## config.mk

```make
export PLATFORM = sky130hd
export DESIGN_NAME = wb_stage
export DESIGN_NICKNAME = d
export VERILOG_FILES = /design/src/rtl/wb_stage.sv
export SDC_FILE = /design/constraint.sdc
export NUM_CORES = 1
export LEC_CHECK = 0
export CAP_MARGIN = 30
export CORE_ASPECT_RATIO = 0.75
export CORE_MARGIN = 8
export CORE_UTILIZATION = 30
export DETAILED_ROUTE_END_ITERATION = 6
export DONT_BUFFER_PORTS = 1
export GPL_ROUTABILITY_DRIVEN = 0
export SETUP_SLACK_MARGIN = 0.05
export SLEW_MARGIN = 20
export SYNTH_ARGS = -nofsm -noshare
export SYNTH_HDL_FRONTEND = slang
export SYNTH_SLANG_ARGS = --single-unit
```

## constraint.sdc

```tcl
create_clock -name clk -period 4.9 [get_ports clk]
set_clock_uncertainty 0.05 [all_clocks]
set_input_delay 0.98 -clock clk [delete_from_list [all_inputs] [get_ports clk]]
set_output_delay 0.98 -clock clk [all_outputs]
set_load 0.03 [all_outputs]
```

## src/rtl/wb_stage.sv

```systemverilog
// Writeback stage: retires ALU results directly and waits on load data with a timeout.
// Optional macro WB_FWD_EN adds a one-cycle-delayed copy of the write port for ID bypass.
package wb_pkg;
    localparam logic [5:0] OP_LDW  = 6'h23;
    localparam logic [5:0] OP_SDW  = 6'h2b;
    localparam logic [5:0] OP_BEQ  = 6'h04;
    localparam logic [5:0] OP_JUMP = 6'h02;
endpackage

module wb_stage
    import wb_pkg::*;
#(
    parameter int LOAD_TIMEOUT = 255
) (
    input  logic        clk,
    input  logic        rst,
    input  logic        in_valid,
    output logic        in_ready,
    input  logic [5:0]  opcode_in,
    input  logic [4:0]  rwd_in,
    input  logic [31:0] alu_result_in,
    input  logic [31:0] pc_in,
    input  logic [31:0] mem_rdata,
    input  logic        mem_rvalid,
    output logic [4:0]  rwd_out,
    output logic [31:0] wb_data,
    output logic        wb_we,
    output logic [31:0] retire_cnt,
    output logic        load_err,
    output logic [31:0] err_pc
`ifdef WB_FWD_EN
    ,
    output logic        fwd_valid,
    output logic [4:0]  fwd_rd,
    output logic [31:0] fwd_data
`endif
);

    typedef enum logic {
        IDLE,
        WAIT_MEM
    } state_t;

    localparam logic [7:0] TMO = 8'(LOAD_TIMEOUT);

    state_t      state_q, state_d;
    logic [7:0]  cnt_q, cnt_d, cnt_inc;
    logic [4:0]  rd_q, rd_d;
    logic [31:0] pc_q, pc_d;
    logic        we_d;
    logic [4:0]  rwd_d;
    logic [31:0] data_d;
    logic [31:0] retire_d;
    logic        lerr_d;
    logic [31:0] epc_d;
    logic        accept;

    assign in_ready = (state_q == IDLE);
    assign accept   = in_valid & in_ready;
    assign cnt_inc  = cnt_q + 8'd1;

    always_comb begin
        state_d  = state_q;
        cnt_d    = cnt_q;
        rd_d     = rd_q;
        pc_d     = pc_q;
        we_d     = 1'b0;
        rwd_d    = 5'd0;
        data_d   = wb_data;
        retire_d = retire_cnt;
        lerr_d   = 1'b0;
        epc_d    = err_pc;
        unique case (state_q)
            IDLE: begin
                if (accept) begin
                    if (opcode_in == OP_LDW && rwd_in != 5'd0) begin
                        state_d = WAIT_MEM;
                        rd_d    = rwd_in;
                        pc_d    = pc_in;
                        cnt_d   = 8'd0;
                    end else begin
                        retire_d = retire_cnt + 32'd1;
                        if (rwd_in != 5'd0) begin
                            we_d   = 1'b1;
                            rwd_d  = rwd_in;
                            data_d = alu_result_in;
                        end
                    end
                end
            end
            WAIT_MEM: begin
                // Returning data beats a timeout landing in the same cycle
                if (mem_rvalid) begin
                    we_d     = 1'b1;
                    rwd_d    = rd_q;
                    data_d   = mem_rdata;
                    retire_d = retire_cnt + 32'd1;
                    state_d  = IDLE;
                end else if (cnt_inc == TMO) begin
                    lerr_d  = 1'b1;
                    epc_d   = pc_q;
                    cnt_d   = 8'd0;
                    state_d = IDLE;
                end else begin
                    cnt_d = cnt_inc;
                end
            end
            default: state_d = IDLE;
        endcase
    end

    always_ff @(posedge clk) begin
        if (rst) begin
            state_q    <= IDLE;
            cnt_q      <= 8'd0;
            rd_q       <= 5'd0;
            pc_q       <= 32'd0;
            wb_we      <= 1'b0;
            rwd_out    <= 5'd0;
            wb_data    <= 32'd0;
            retire_cnt <= 32'd0;
            load_err   <= 1'b0;
            err_pc     <= 32'd0;
        end else begin
            state_q    <= state_d;
            cnt_q      <= cnt_d;
            rd_q       <= rd_d;
            pc_q       <= pc_d;
            wb_we      <= we_d;
            rwd_out    <= rwd_d;
            wb_data    <= data_d;
            retire_cnt <= retire_d;
            load_err   <= lerr_d;
            err_pc     <= epc_d;
        end
    end

`ifdef WB_FWD_EN
    always_ff @(posedge clk) begin
        if (rst) begin
            fwd_valid <= 1'b0;
            fwd_rd    <= 5'd0;
            fwd_data  <= 32'd0;
        end else begin
            fwd_valid <= wb_we;
            fwd_rd    <= rwd_out;
            fwd_data  <= wb_data;
        end
    end
`endif

endmodule

```

==> impl_results.rst <==
.. list-table::
   :header-rows: 1

   * - Metric
     - Value
   * - Worst slew margin relative to its limit
     - 0.447
   * - Number of instances on the worst hold path
     - 2
   * - Maximum level of the CTS H-tree
     - 4
   * - Number of setup violations in the final report
     - 0
   * - Synthesized area per cell
     - 8.35 µm²
   * - TritonCTS clock tree
     - yes
   * - Effective utilization at floorplan
     - 0.303
   * - Maximum fanout encountered on the critical timing path
     - 27
   * - Total area of sequential cells
     - 2980 µm²
   * - Most frequently used flop master after synthesis
     - dfxtp_1
   * - Number of antenna violations at the first check in global routing
     - 0
   * - Net count after synthesis
     - 842
   * - Commonest non-fill, non-tap cell in the layout
     - nand2_1
   * - Clock Tree Root
     - clkbuf_16
   * - Slew Limit Fails
     - 0
   * - Launch instance of the worst register-to-register path
     - state_q
   * - Post_cts resized
     - 0
   * - Max Cap Viol
     - 0
   * - Leading cell types in the layout, fill and taps excluded
     - 158 x nand2_1, 148 x dfxtp_1, 100 x a21oi_1
   * - Top-area cell type share of the netlist area
     - 0.491
   * - Count of nets left with antenna violations after detail routing
     - 0
   * - Routed WL
     - 16,500 µm
   * - Post-CTS Repair Setup Buffers
     - 0
   * - Layout Cells excl Fill
     - 971
   * - Proportion of register bits with asynchronous set or reset after synthesis
     - 0
   * - DP Area
     - 6280 µm²
   * - Depth of the most critical reg-to-reg path
     - 7
   * - GR Overflow Total
     - 0
   * - DR vias
     - 4,910
   * - Iteration count of the initial detailed-routing pass
     - 4
   * - Req. time, crit path
     - 3.87 ns
   * - Result of the run
     - completed
   * - Sort of element at the end of the critical path
     - primary output
   * - Area of the core
     - 20,000 µm²
   * - CTS sink cnt
     - 149
   * - Total leakage power
     - 2.15 nW
   * - PwrDens
     - 385 nW/µm²
   * - Fill cells
     - 2,086
   * - Tot GR Track Use
     - 0.127
   * - Number of buffers between clock root and the deepest sink
     - 2
   * - Portion of the post-synthesis area used by sequential elements
     - 0.491
   * - Slew at the pin with the worst max-slew slack
     - 0.830 ns
   * - Final hold viol count
     - 0
   * - Number of buffers inserted by hold repair at cts
     - 0
   * - Reg-to-Reg End
     - err_pc[24]
   * - Detailed-route wire length per cell
     - 17.0 µm
   * - Global-route wire length before repair
     - 25,900 µm
   * - Post-layout power
     - 2.64 mW
   * - Area contributors post-synth
     - dfxtp_1 49%, nand2_1 9.8%, a21oi_1 8.2%, mux2i_1 5.4%, a211oi_1 4.7%
   * - Total number of placement rows
     - 45
   * - Area of the multi-input gates
     - 2890 µm²
   * - DRC errors left
     - 0
   * - Vias in the first global route
     - 4,577
   * - Layout-stage area growth over the synthesis result
     - 12.7%
   * - Achievable frequency
     - 0.360 GHz
   * - Endpoint of the worst hold path
     - err_pc[30]
   * - EDFF count, synth
     - 0
   * - Element type at the critical path start
     - flip-flop
   * - Core occupancy in the finished layout
     - 0.342
   * - Number of placed I/O pins
     - 215
   * - Number of placed instances, taps included
     - 941
   * - DIE WIDTH
     - 180 µm
   * - Layout cell share with drive strength beyond 1
     - 0.0617
   * - Max VDD drop
     - 0.174 mV
   * - Seq cells post-synth
     - 149
   * - Unrepaired setup endpoints after global routing
     - no
   * - Number of nets at the end of the flow
     - 817
   * - Post-Layout Inst Area
     - 6850 µm²
   * - Clock period minus final worst setup slack
     - 2.78 ns
   * - Setup TNS after final layout
     - 0 ns
   * - Area of the die
     - 25,100 µm²
   * - Source of the worst hold timing path
     - pc_q[30]
   * - Port bufs
     - 0
   * - Final worst path period share
     - 0.567
   * - Synth unique cells
     - 44
   * - Detail-routed via count per cell
     - 5.06
   * - Warning count from the yosys run
     - 0
   * - Crit path kind
     - reg -> out
   * - Biggest area consumer among synthesized cells
     - dfxtp_1
   * - Worst reg-to-reg setup slack
     - 2.16 ns
   * - Data arrival time of the critical path
     - 1.75 ns
   * - Inserted Clock Buffers
     - 17
   * - Maximum number of pins on one net before global-route repair
     - 150
   * - Die outline height
     - 139 µm
   * - HPWL Detailed
     - 11,400 µm
   * - Diodes inserted
     - 0
   * - Clock network latency to the later pin of the worst-skew pair
     - 0.41 ns
   * - Netlist Area Pre-Place
     - 6080 µm²
   * - Worst hold path class
     - reg -> reg
   * - Worst-path clk slew
     - 0.06 ns
   * - Violation count after the first detailed-routing iteration
     - 253
   * - Cell count after synthesis
     - 728
-- routing by layer --
| layer | track usage | up-vias | share of wire |
|---|---|---|---|
| met4 | 0.0352 | 0 | 0.0087 |
| met1 | 0.160 | 2248 | 0.46 |
| met3 | 0.0601 | 9 | 0.092 |
| met5 | 0 | - | 0 |
| met2 | 0.190 | 167 | 0.43 |
| li1 | - | 2486 | - |
-- registers in the layout (all words and copies together) (netlist names) --
| name | flops |
|---|---|
| cnt_q | 8 |
| err_pc | 32 |
| load_err | 1 |
| pc_q | 32 |
| rd_q | 5 |
| retire_cnt | 32 |
| rwd_out | 5 |
| state_q | 1 |
| wb_data | 32 |
| wb_we | 1 |
-- where the power goes --
| part | leakage (nW) | internal (mW) | switching (mW) | total, mW |
|---|---|---|---|---|
| combinational | 0.672 | 0.0290 | 0.0365 | 0.0656 |
| sequential | 1.21 | 1.24 | 0.0688 | 1.31 |
| clock | 0.271 | 0.769 | 0.497 | 1.27 |
| total | 2.15 | 2.04 | 0.602 | 2.64 |
-- metrics by stage --
stage | hold WS (ns) | setup WS, ns
finish | 0.394 | 2.12
global route | 0.410 | 1.84
detailed placement | 0.389 | 1.82
CTS | 0.391 | 2.06
global placement | 0.386 | 1.91
floorplan | 0.382 | 2.16
-- cell usage after synthesis, drive strengths merged, types with 2 or more instances --
master     n
clkbuf    46
xor2       3
a22oi      6
nor3       4
o31ai      6
a211oi    38
a21oi    100
or3        9
and4       4
inv        5
nand4      9
dfxtp    149
nand3b     3
mux2i     33
o21ai     13
nand2    158
xnor2     16
ha         3
or4        9
nor2b      2
a2111oi    5
nand2b     3
buf        6
and3       5
nor2      66
and2       3
a211o      2
nand3     11
-- worst max-delay path: stages, from the launching register on --
cell     delay [ns]
dfxtp_2        0.56
buf_4          0.44
inv_1          0.33
-- how the worst max path moves through the flow --
| stage | startpoint | end | slack [ns] | cells after the start |
|---|---|---|---|---|
| floorplan | opcode_in[2] | cnt_q[3] | 2.16 | 6 |
| global placement | in_valid | wb_data[25] | 1.91 | 5 |
| detailed placement | opcode_in[2] | retire_cnt[15] | 1.82 | 5 |
| CTS | state_q | in_ready | 2.06 | 2 |
| global route | state_q | err_pc[14] | 1.84 | 7 |
| finish | state_q | in_ready | 2.12 | 2 |
-- cells by family after synthesis --
| kind of cell | Yosys count | synth area share |
|---|---|---|
| flops | 149 | 0.491 |
| mux | 33 | 0.0543 |
| xor+xnor | 19 | 0.0274 |
| fa+ha+maj | 3 | 0.00617 |
| compound gates | 177 | 0.174 |
| simple gates | 290 | 0.212 |
| buf+inv | 57 | 0.0356 |
-- final cells by class --
cell class,count,area share
sequential,149,0.436
multi-input combinational,522,0.422
clock buffer,21,0.0672
tap,258,0.0471
clock inverter,8,0.0150
timing repair buffer,8,0.0106
inverter,5,0.00274
(Power assumes the default switching activity.)
